[config.mk]
export PLATFORM = sky130hd
export DESIGN_NAME = multicycle_control
export DESIGN_NICKNAME = d
export VERILOG_FILES = /design/src/rtl/multicycle_control.sv
export SDC_FILE = /design/constraint.sdc
export NUM_CORES = 1
export LEC_CHECK = 0
export ABC_AREA = 1
export ABC_CLOCK_PERIOD_IN_PS = 1150
export BUFFER_PORTS_ARGS = -buffer_cell sky130_fd_sc_hd__buf_2
export CAP_MARGIN = 25
export CORE_MARGIN = 5
export CORE_UTILIZATION = 39
export CTS_CLUSTER_DIAMETER = 60
export DETAILED_ROUTE_END_ITERATION = 6
export PLACE_DENSITY = 0.79
export SLEW_MARGIN = 20
export SYNTH_ARGS = -nofsm -noshare
export SYNTH_HDL_FRONTEND = slang
export SYNTH_SLANG_ARGS = --single-unit
export TNS_END_PERCENT = 100
[constraint.sdc]
create_clock -name clk -period 1.15 [get_ports clk]
set_input_delay 0.0575 -clock clk [delete_from_list [all_inputs] [get_ports clk]]
set_output_delay 0.0575 -clock clk [all_outputs]
set_load 0.01 [all_outputs]
[src/rtl/multicycle_control.sv]
// Main decoder / sequencer for the 8-bit multicycle processor.
// Walks one micro-step per clock and drives every datapath control input.
//
// state   | meaning
// FETCH   | read instruction at PC, PC <= PC + 1
// DECODE  | read register file, pick immediate format
// EXEC_R  | data-processing ALU op, register operand
// EXEC_I  | data-processing ALU op, immediate operand
// ALU_WB  | write ALU result to Rd
// MEM_ADR | compute memory address
// MEM_RD  | read data memory
// MEM_WB  | write loaded data to Rd
// MEM_WR  | write data memory
// BRANCH  | conditional PC update, optional link
// SHIFT   | shifter op with writeback
// HALT    | parked until reset
module multicycle_control (
  input  logic        clk,
  input  logic        rst,
  input  logic [19:0] instr,
  output logic        RegWrite,
  output logic        LRWrite,
  output logic        MemWrite,
  output logic        IRWrite,
  output logic        ALUSrcA,
  output logic        FlagUp,
  output logic        PC_Sel,
  output logic [1:0]  AdrSrc,
  output logic [1:0]  ALUSrcB,
  output logic [1:0]  ImmSrc,
  output logic [1:0]  RegSrc,
  output logic [1:0]  ResultSrc,
  output logic [2:0]  ALUControl,
  output logic [2:0]  PCWrite,
  output logic [2:0]  ShftDcd,
  output logic [3:0]  state,
  output logic        instr_done
);

  localparam logic [19:0] HALT_WORD = 20'hFFFFF;

  localparam logic [1:0] OP_DP    = 2'b00;
  localparam logic [1:0] OP_MEM   = 2'b01;
  localparam logic [1:0] OP_BR    = 2'b10;
  localparam logic [1:0] OP_SHIFT = 2'b11;

  typedef enum logic [3:0] {
    S_FETCH   = 4'd0,
    S_DECODE  = 4'd1,
    S_EXEC_R  = 4'd2,
    S_EXEC_I  = 4'd3,
    S_ALU_WB  = 4'd4,
    S_MEM_ADR = 4'd5,
    S_MEM_RD  = 4'd6,
    S_MEM_WB  = 4'd7,
    S_MEM_WR  = 4'd8,
    S_BRANCH  = 4'd9,
    S_SHIFT   = 4'd10,
    S_HALT    = 4'd15
  } state_t;

  state_t     state_q;
  logic [1:0] op;
  logic [2:0] cond;
  logic       bit_i_l;

  assign op      = instr[19:18];
  assign cond    = instr[17:15];
  assign bit_i_l = instr[15];

  always_ff @(posedge clk) begin
    if (!rst) begin
      state_q <= S_FETCH;
    end else begin
      case (state_q)
        S_FETCH:   state_q <= S_DECODE;
        S_DECODE: begin
          if (instr == HALT_WORD) state_q <= S_HALT;
          else begin
            case (op)
              OP_DP:    state_q <= bit_i_l ? S_EXEC_I : S_EXEC_R;
              OP_MEM:   state_q <= S_MEM_ADR;
              OP_BR:    state_q <= S_BRANCH;
              OP_SHIFT: state_q <= S_SHIFT;
              default:  state_q <= S_FETCH;
            endcase
          end
        end
        S_EXEC_R:  state_q <= S_ALU_WB;
        S_EXEC_I:  state_q <= S_ALU_WB;
        S_MEM_ADR: state_q <= bit_i_l ? S_MEM_RD : S_MEM_WR;
        S_MEM_RD:  state_q <= S_MEM_WB;
        S_HALT:    state_q <= S_HALT;
        // writeback states and any unused code fall back to a fresh fetch
        default:   state_q <= S_FETCH;
      endcase
    end
  end

  // Moore outputs, gated off entirely while reset is held.
  always_comb begin
    RegWrite   = 1'b0;
    LRWrite    = 1'b0;
    MemWrite   = 1'b0;
    IRWrite    = 1'b0;
    ALUSrcA    = 1'b0;
    FlagUp     = 1'b0;
    PC_Sel     = 1'b0;
    AdrSrc     = 2'b00;
    ALUSrcB    = 2'b00;
    ImmSrc     = 2'b00;
    RegSrc     = 2'b00;
    ResultSrc  = 2'b00;
    ALUControl = 3'b000;
    PCWrite    = 3'b000;
    ShftDcd    = 3'b000;
    instr_done = 1'b0;
    state      = rst ? state_q : 4'd0;
    if (rst) begin
      case (state_q)
        S_FETCH: begin
          IRWrite = 1'b1;
          ALUSrcA = 1'b1;
          ALUSrcB = 2'b10;
          PC_Sel  = 1'b1;
          PCWrite = 3'b001;
        end
        S_DECODE: begin
          ImmSrc = (op == OP_BR) ? 2'b10 : (op == OP_MEM) ? 2'b01 : 2'b00;
          RegSrc = {(op == OP_MEM) && !bit_i_l, op == OP_BR};
        end
        S_EXEC_R, S_EXEC_I: begin
          ALUSrcB    = (state_q == S_EXEC_I) ? 2'b01 : 2'b00;
          ALUControl = instr[14:12];
          FlagUp     = instr[11];
        end
        S_ALU_WB: begin
          RegWrite   = 1'b1;
          instr_done = 1'b1;
        end
        S_MEM_ADR: begin
          ALUSrcB = 2'b01;
          ImmSrc  = 2'b01;
        end
        S_MEM_RD: AdrSrc = 2'b01;
        S_MEM_WB: begin
          ResultSrc  = 2'b01;
          RegWrite   = 1'b1;
          instr_done = 1'b1;
        end
        S_MEM_WR: begin
          AdrSrc     = 2'b01;
          MemWrite   = 1'b1;
          instr_done = 1'b1;
        end
        S_BRANCH: begin
          ALUSrcA    = 1'b1;
          ALUSrcB    = 2'b01;
          ImmSrc     = 2'b10;
          ResultSrc  = 2'b10;
          PCWrite    = (cond == 3'b000) ? 3'b001 : cond;
          LRWrite    = instr[14];
          instr_done = 1'b1;
        end
        S_SHIFT: begin
          ShftDcd    = instr[14:12];
          ResultSrc  = 2'b10;
          RegWrite   = 1'b1;
          instr_done = 1'b1;
        end
        default: ;
      endcase
    end
  end

endmodule

==> results.tsv, run 1 <==
metric	value	unit
status	complete, but fails checks	
failing checks	setup timing	
Crit. End Element	primary output	
Core Rows	15	
Leak	0.704	nW
dpl cells	205	
Die Ht	52.4	um
Biggest register	state_q	
clock latency at the later pin of the worst-skew pair	0.23	ns
met3 usage	0.0199	
CTS tree	built	
Logic pwr share	0.621	
Num CTS Buffers	3	
max FFs per register	4	
Mapped Cells	128	
CTS Buffer Depth	2	
RSZ-0062 raised after global routing	yes	
Worst EP required	1.09	ns
IO Port Bufs	51	
GR Overflow Total	0	
WL per Instance	11.8	um
M1 GR Usage	0.189	
# fillers	152	
TritonRoute pass-1 iters	4	
via count	1005	
final worst-path cycle share	1.18	
Finished Core Util	0.704	
Area growth syn-to-layout	71.9	%
met2 Use GR	0.364	
vias in the first global route	1032	
Global Route Usage Sum	0.185	
largest net degree at the start of global routing	16	
CP max FO	3	
worst setup margin	-0.212	ns
Synth cell types	22	
crit path time final	1.36	ns
placed inst area	998	um^2
Max Fclk	734	MHz
clock net sink count	4	
Largest regs	state_q (4)	
Initial Util	0.410	
Residual DRC	0	
Reg area	92.6	um^2
Hold Violations, Final	0	
arrival time worst endpoint	1.30	ns
final non-filler cell total	212	
Routed WL	2510	um
initial antenna violation count	0	
Max VDD drop	0.527	mV
Avg Cell Area, Syn	5.46	um^2
Syn Nets	155	
Vias per Instance	4.74	
most common cell after layout, fill and taps aside	buf_2	
Slew HR	0.604	
die area	2740	um^2
H-tree levels	1	
core area	1710	um^2
crit start category	flop	
routability congestion estimate	0.924	
Seq pwr share	0.207	
Yosys warning total	0	
layout cells sized above 1	0.535	
Final Skew	0.000912	ns
Final ANT Viol Nets	0	
Ant. Diodes	0	
maxcap violations	0	
Setup CP Type	flop to primary output	
Hold/Removal Path Class	primary input to flop	
Post-Syn Area	699	um^2
sequential share of the synthesized area	0.114	
NetSw	0.425	mW
clock power share	0.172	
Pint	0.540	mW
post-route cell area	1200	um^2
Final setup viols	29	
HPWL Detailed	1990	um
nets@finish	216	
Worst-path clk slew	0.03	ns
area of the multi-input gates	597	um^2
Die Wd	52.4	um
Sw Ratio	0.440	
num ports	53	
GRT busiest layer	met2	
Slew @ Worst Pin	0.593	ns
final slew viol count	0	
most frequent cells in the layout	buf_2, nand2_1, inv_1, nor2_1, buf_4	
Initial DRC Count	10	
PwrDens	803	nW/um^2
Root Driver	clkbuf_4	
Seq cells post-synth	4	
first-pass GRT wire length	3950	um
-- power by group through the flow --
stage	clock (mW)	sequential (mW)	combinational, mW
floorplan	0	0.183	0.290
global placement	0	0.180	0.462
detailed placement	0	0.181	0.475
CTS	0.173	0.196	0.543
global route	0.187	0.205	0.654
finish	0.166	0.200	0.599
-- per-stage QoR --
stage	setup TNS (ns)	power, mW	setup slack [ns]	hold slack, ns
after global routing	-6.08	1.05	-0.314	0.170
final	-3.65	0.965	-0.212	0.148
after global placement	-0.0338	0.642	-0.0338	0.376
after CTS	-3.24	0.912	-0.209	0.133
after detailed placement	-0.153	0.656	-0.0974	0.375
after floorplan	0	0.472	0.0169	0.202
-- synthesized netlist by cell type --
library cell	count	area (um^2)
nand2_2	3	18.8
inv_1	22	82.6
nand3_1	3	15.0
o21ai_0	3	15.0
nor2_1	19	71.3
conb_1	1	3.75
ha_1	5	62.6
nor3_1	5	25.0
o21bai_1	3	22.5
nand2_1	31	116
nand3_2	1	10.0
dfxtp_1	4	80.1
o21ai_1	2	10.0
inv_2	2	7.51
nor3_4	1	16.3
nor4_1	1	6.26
o21ai_2	2	17.5
buf_4	3	22.5
o211ai_1	2	15.0
nor2_2	5	31.3
a21oi_1	8	40.0
buf_2	2	10.0
-- logic make-up (layout without fill, tap and decap cells) --
logic type	Yosys count	in the layout	synth area share
other	1	1	0.00536
AOI/OAI and AO/OA	20	20	0.172
and+or+nand+nor	69	69	0.444
adders and majority gates	5	5	0.0894
buffers and inverters	29	88	0.175
DFF	4	4	0.114
-- final timing paths --
check / start / endpoint / slack (ns) / depth (start not counted)
worst max register to register: state_q[2] / state_q[2] / -0.08 / 8
worst min register to register: state_q[1] / state_q[3] / 0.75 / 5
worst min-delay path: rst / state_q[3] / 0.15 / 3
worst max-delay path: state_q[3] / PCWrite[0] / -0.21 / 7
-- critical path: stages, from the launching register on --
cell and delay, ns:
dfxtp_2 0.33, inv_4 0.09, buf_4 0.12, nand3_2 0.12, o21ai_2 0.15, o21ai_1 0.08
inv_1 0.06, buf_2 0.12
-- final cells by class --
| type | instances | area share |
|---|---|---|
| clock buffer | 3 | 0.0187 |
| tap | 25 | 0.0260 |
| timing repair buffer | 61 | 0.299 |
| sequential | 4 | 0.0770 |
| inverter | 24 | 0.0832 |
| multi-input combinational | 95 | 0.496 |
-- routing by layer --
metal | share of wire | wire length, um
met4 | 0.029 | 74
met5 | 0 | 0
met2 | 0.54 | 1360
met1 | 0.37 | 930
met3 | 0.058 | 145
-- timing repair --
action / 4_1_cts / 5_1_grt
buffers inserted: 3 / 1
pin swaps: 3 / 6
hold buffers: 0 / 0
endpoints found under the setup margin: 28 / 30
gates resized for setup: 25 / 16
No activity file was read; power rests on OpenSTA's default activity.
==> run 2, diff against run 1 <==
- CAP_MARGIN: 25 -> default
- CORE_MARGIN: 5 -> default
==> results.tsv, run 2 (synthesis results as in run 1) <==
metric	value	unit	change
WL per Instance	12.6	um	+6.5%
IO Port Bufs	51		unchanged
Vias per Instance	4.86		+2.6%
Hold/Removal Path Class	primary input to flop		
crit start category	flop		
vias in the first global route	929		-10%
worst setup margin	-0.276	ns	-0.0644 ns
HPWL Detailed	1790	um	-10%
Setup CP Type	flop to primary output		
routability congestion estimate	0.899		-2.7%
Crit. End Element	primary output		
layout cells sized above 1	0.582		+0.0477
post-route cell area	1280	um^2	+6.6%
max FFs per register	4		unchanged
H-tree levels	1		unchanged
Die Ht	44.4	um	-15%
initial antenna violation count	0		unchanged
placed inst area	1000	um^2	+0.63%
worst path cell trace	buf_4 > nor2_2 > nand2_2 > a21oi_1 > buf_2		
Final setup viols	30		+3.4%
Initial DRC Count	38		+28
maxcap violations	0		unchanged
Largest regs	state_q (4)		
status	complete, but fails checks		
first-pass GRT wire length	3670	um	-7.0%
die area	1970	um^2	-28%
nets@finish	223		+3.2%
RSZ-0062 raised after global routing	yes		
clock latency at the later pin of the worst-skew pair	0.25	ns	+0.02 ns
Slew HR	0.619		+0.0149
arrival time worst endpoint	1.37	ns	+0.07 ns
Max Fclk	701	MHz	-4.5%
clock net sink count	4		unchanged
Leak	0.737	nW	+4.8%
Biggest register	state_q		
core area	1590	um^2	-6.7%
Hold Violations, Final	0		unchanged
Residual DRC	0		unchanged
Ant. Diodes	0		unchanged
Routed WL	2750	um	+9.6%
Slew @ Worst Pin	0.570	ns	-0.0223 ns
TritonRoute pass-1 iters	4		unchanged
via count	1060		+5.5%
Final Skew	0.0142	ns	+0.0133 ns
largest net degree at the start of global routing	16		unchanged
GR Overflow Total	0		unchanged
CP max FO	5		+2
Final ANT Viol Nets	0		unchanged
Core Rows	14		-1
Num CTS Buffers	3		unchanged
most common cell after layout, fill and taps aside	buf_2		
Worst-path clk slew	0.05	ns	+0.02 ns
Worst EP required	1.09	ns	about the same
slowest CP cell	dfxtp_4		
most frequent cells in the layout	buf_2, nand2_1, inv_1, nor2_1, buf_4		
Root Driver	clkbuf_4		
setup TNS	-4.88	ns	-1.23 ns
dpl cells	205		unchanged
Initial Util	0.439		+0.0293
failing checks	setup timing		
PwrDens	833	nW/um^2	+3.8%
max incr delay on CP	0.37	ns	+0.04 ns
CTS Buffer Depth	2		unchanged
Max VDD drop	0.815	mV	+55%
crit path time final	1.43	ns	+0.0644 ns
final non-filler cell total	218		+2.8%
Die Wd	44.4	um	-15%
Global Route Usage Sum	0.250		+0.0650
final slew viol count	0		unchanged
CTS tree	built		
Area growth syn-to-layout	83.2	%	
final worst-path cycle share	1.24		+0.0560
num ports	53		unchanged
# fillers	110		-28%
## run 2: path summary, 6_finish.rpt
path	slack [ns]	cells past startpoint	start	endpoint
hold / removal	0.13	3	rst	state_q[3]
setup reg to reg	-0.11	7	state_q[0]	state_q[1]
setup / recovery	-0.28	5	state_q[0]	ResultSrc[1]
hold reg to reg	0.65	3	state_q[1]	state_q[2]
## run 2: critical path, delay by kind of cell, from the launching register on
kind | cells | cell delay (ns)
buffers and inverters | 2 | 0.29
DFF | 1 | 0.37
AOI/OAI and AO/OA | 1 | 0.16
and+or+nand+nor | 2 | 0.29
## run 2: metal layers
metal  track usage  part of all wire  routed length [um]  vias to the layer above
li1              -                 -                   -                      527
met1         0.249              0.39                1080                      466
met4         0.109             0.018                  50                        0
met2         0.494              0.52                1420                       61
met3        0.0449             0.073                 202                        6
met5             0                 0                   0                        -
## run 2: area by class of cell
cell class              count  area (um^2)  share of cell area
flip-flops and latches      4         92.6              0.0723
clock buffers               3         22.5              0.0176
repair buffers             68          412               0.321
multi-input cells          95          624               0.487
well taps                  24         30.0              0.0234
inverters                  24          100              0.0781
## run 2: timing repair
item                       CTS  global route
setup endpoints to repair   29            30
pin swaps                    9            11
resized for setup           28            27
buffers inserted             5             8
hold buffers                 0             0
## run 2: per-stage QoR
stage	total power, mW	hold WS, ns	setup WS [ns]	utilization
detailed placement	0.639	0.383	-0.101	0.630
global route	1.14	0.137	-0.335	0.804
global placement	0.628	0.383	-0.0726	0.630
CTS	0.938	0.124	-0.248	0.721
finish	1.07	0.130	-0.276	0.804
floorplan	0.472	0.202	0.0169	-
## run 2: where the power goes
| part | total [mW] | internal, mW | switching (mW) |
|---|---|---|---|
| registers | 0.202 | 0.162 | 0.0400 |
| clock network | 0.184 | 0.117 | 0.0664 |
| logic | 0.682 | 0.305 | 0.377 |
==> run 3, diff against run 2 <==
- ABC_AREA: 1 -> default
- CORE_UTILIZATION: 39 -> 40
- PLACE_DENSITY: 0.79 -> 0.78
- REMOVE_ABC_BUFFERS: default -> 1
==> results.tsv, run 3 <==
metric	value	unit	change
clock net sink count	4		unchanged
Yosys top cell by area	dfxtp_1		
Hold/Removal Path Class	primary input to flop		
Largest regs	state_q (4)		
CP max FO	5		unchanged
crit start category	flop		
Biggest register	state_q		
Post-Syn Area	772	um^2	+10%
Leak	0.750	nW	+1.7%
Initial DRC Count	100		+160%
initial antenna violation count	0		unchanged
final worst-path cycle share	1.26		+0.0168
Yosys warning total	0		unchanged
Initial Util	0.438		-0.00119
Crit. End Element	primary output		
max FFs per register	4		unchanged
Max Fclk	692	MHz	-1.3%
TritonRoute pass-1 iters	5		+1
synth top area cells	dfxtp_1, ha_1, and2_1, nor2_1, nand4_1		
most frequent cells in the layout	buf_2, buf_4, buf_6, nor2_1, nand4_1		
Main synth FF type	dfxtp_1		
H-tree levels	1		unchanged
Die Wd	45.9	um	+3.6%
maxcap violations	0		unchanged
IO Port Bufs	51		unchanged
Setup CP Type	flop to primary output		
DP Worst Slack	-0.191	ns	-0.0895 ns
status	complete, but fails checks		
largest net degree at the start of global routing	14		-2
CTS tree	built		
routability congestion estimate	0.923		+2.7%
Final ANT Viol Nets	0		unchanged
Global Route Usage Sum	0.327		+0.0767
HPWL Detailed	2000	um	+12%
first-pass GRT wire length	4920	um	+34%
GR Overflow Total	0		unchanged
final slew viol count	0		unchanged
top post-synthesis cells by count	nor2_1, and2_1, nand2_1, nand4_1		
die area	2110	um^2	+7.3%
Ant. Diodes	0		unchanged
worst setup margin	-0.295	ns	-0.0193 ns
Area growth syn-to-layout	95.3	%	
Core Rows	15		+1
Final setup viols	31		+3.3%
Avg Cell Area, Syn	6.49	um^2	+19%
Mapped Cells	119		-7.0%
# fillers	99		-10%
Worst EP required	1.09	ns	about the same
Vias per Instance	6.25		+29%
failing checks	setup timing		
Hold Violations, Final	0		unchanged
Routed WL	4210	um	+53%
core area	1760	um^2	+11%
post-synth top area share	0.104		-0.0626
Residual DRC	0		unchanged
Seq cells post-synth	4		unchanged
layout cells sized above 1	0.630		+0.0477
nets@finish	221		-0.90%
Reg area	95.1	um^2	+2.7%
PwrDens	1440	nW/um^2	+73%
Synth cell types	36		+64%
arrival time worst endpoint	1.39	ns	+0.02 ns
sequential share of the synthesized area	0.104		-0.0108
Root Driver	clkbuf_4		
setup TNS	-6.58	ns	-1.70 ns
Die Ht	45.9	um	+3.6%
clock latency at the later pin of the worst-skew pair	0.25	ns	about the same
num ports	53		unchanged
area of the multi-input gates	787	um^2	+26%
Num CTS Buffers	3		unchanged
CTS Buffer Depth	2		unchanged
crit path time final	1.45	ns	+0.0193 ns
most common cell in the netlist	nor2_1		
RSZ-0062 raised after global routing	yes		
via count	1357		+28%
Synth async-reset ratio	0		unchanged
number of flops mapped to enable cells by yosys	0		unchanged
most common cell after layout, fill and taps aside	buf_2		
vias in the first global route	1128		+21%
Final Skew	0.0113	ns	-0.00287 ns
Max VDD drop	0.896	mV	+10%
Worst-path clk slew	0.05	ns	about the same
WL per Instance	19.4	um	+54%
## run 3: what timing repair did
| action | in CTS | in global routing |
|---|---|---|
| resized for setup | 48 | 27 |
| pin swaps | 20 | 9 |
| endpoints found under the setup margin | 33 | 31 |
| hold buffers | 0 | 0 |
| setup buffers | 8 | 4 |
| endpoints found under the hold margin | 0 | 0 |
## run 3: through the flow
stage / instances / cell area [um^2] / power [mW] / hold WS [ns] / utilization
floorplan: 109 / 701 / 0.727 / 0.230 / -
global placement: 202 / 1110 / 1.17 / 0.430 / 0.632
detailed placement: 202 / 1110 / 1.20 / 0.435 / 0.632
CTS: 213 / 1370 / 1.79 / 0.184 / 0.778
global route: 217 / 1510 / 2.28 / 0.228 / 0.855
finish: 217 / 1510 / 2.18 / 0.235 / 0.855
## run 3: cell families (layout without fill, tap and decap cells)
family / count (synthesis) / count (layout) / share of synthesized area
buffers and inverters: 16 / 89 / 0.122
DFF: 4 / 4 / 0.104
and+or+nand+nor: 67 / 67 / 0.467
AOI/OAI and AO/OA: 25 / 25 / 0.211
other: 1 / 1 / 0.00486
adders and majority gates: 5 / 5 / 0.0810
xor gates and xnor gates: 1 / 1 / 0.0113
## run 3: final timing paths
path	start	end	slack [ns]	cells past startpoint
min reg2reg	state_q[2]	state_q[3]	0.80	3
max reg2reg	state_q[0]	state_q[2]	-0.25	5
min	instr[2]	state_q[0]	0.24	5
max	state_q[2]	AdrSrc[0]	-0.30	5
## run 3: area by class of cell
type,instances,area share
Clock buffer,3,0.0149
Inverter,6,0.0166
Multi-Input combinational cell,99,0.522
Sequential cell,4,0.0631
Tap cell,25,0.0207
Timing Repair Buffer,80,0.363
## run 3: report_power, final
part           switching, mW  internal (mW)  total, mW
logic                  0.860          0.830       1.69
clock network         0.0780          0.118      0.196
registers             0.0978          0.193      0.291
total                   1.04           1.14       2.18
## run 3: routing by layer
layer | up-vias | GRT usage | part of all wire
met2 | 132 | 0.589 | 0.49
met4 | 0 | 0.188 | 0.069
met3 | 38 | 0.0437 | 0.10
met1 | 618 | 0.359 | 0.34
li1 | 569 | - | -
met5 | - | 0 | 0
## run 3: critical path, stage by stage (launching register included)
cell and delay (ns):
dfxtp_4 0.39, nor2b_4 0.18, buf_6 0.12, a22o_1 0.16, and3_1 0.17, buf_2 0.13
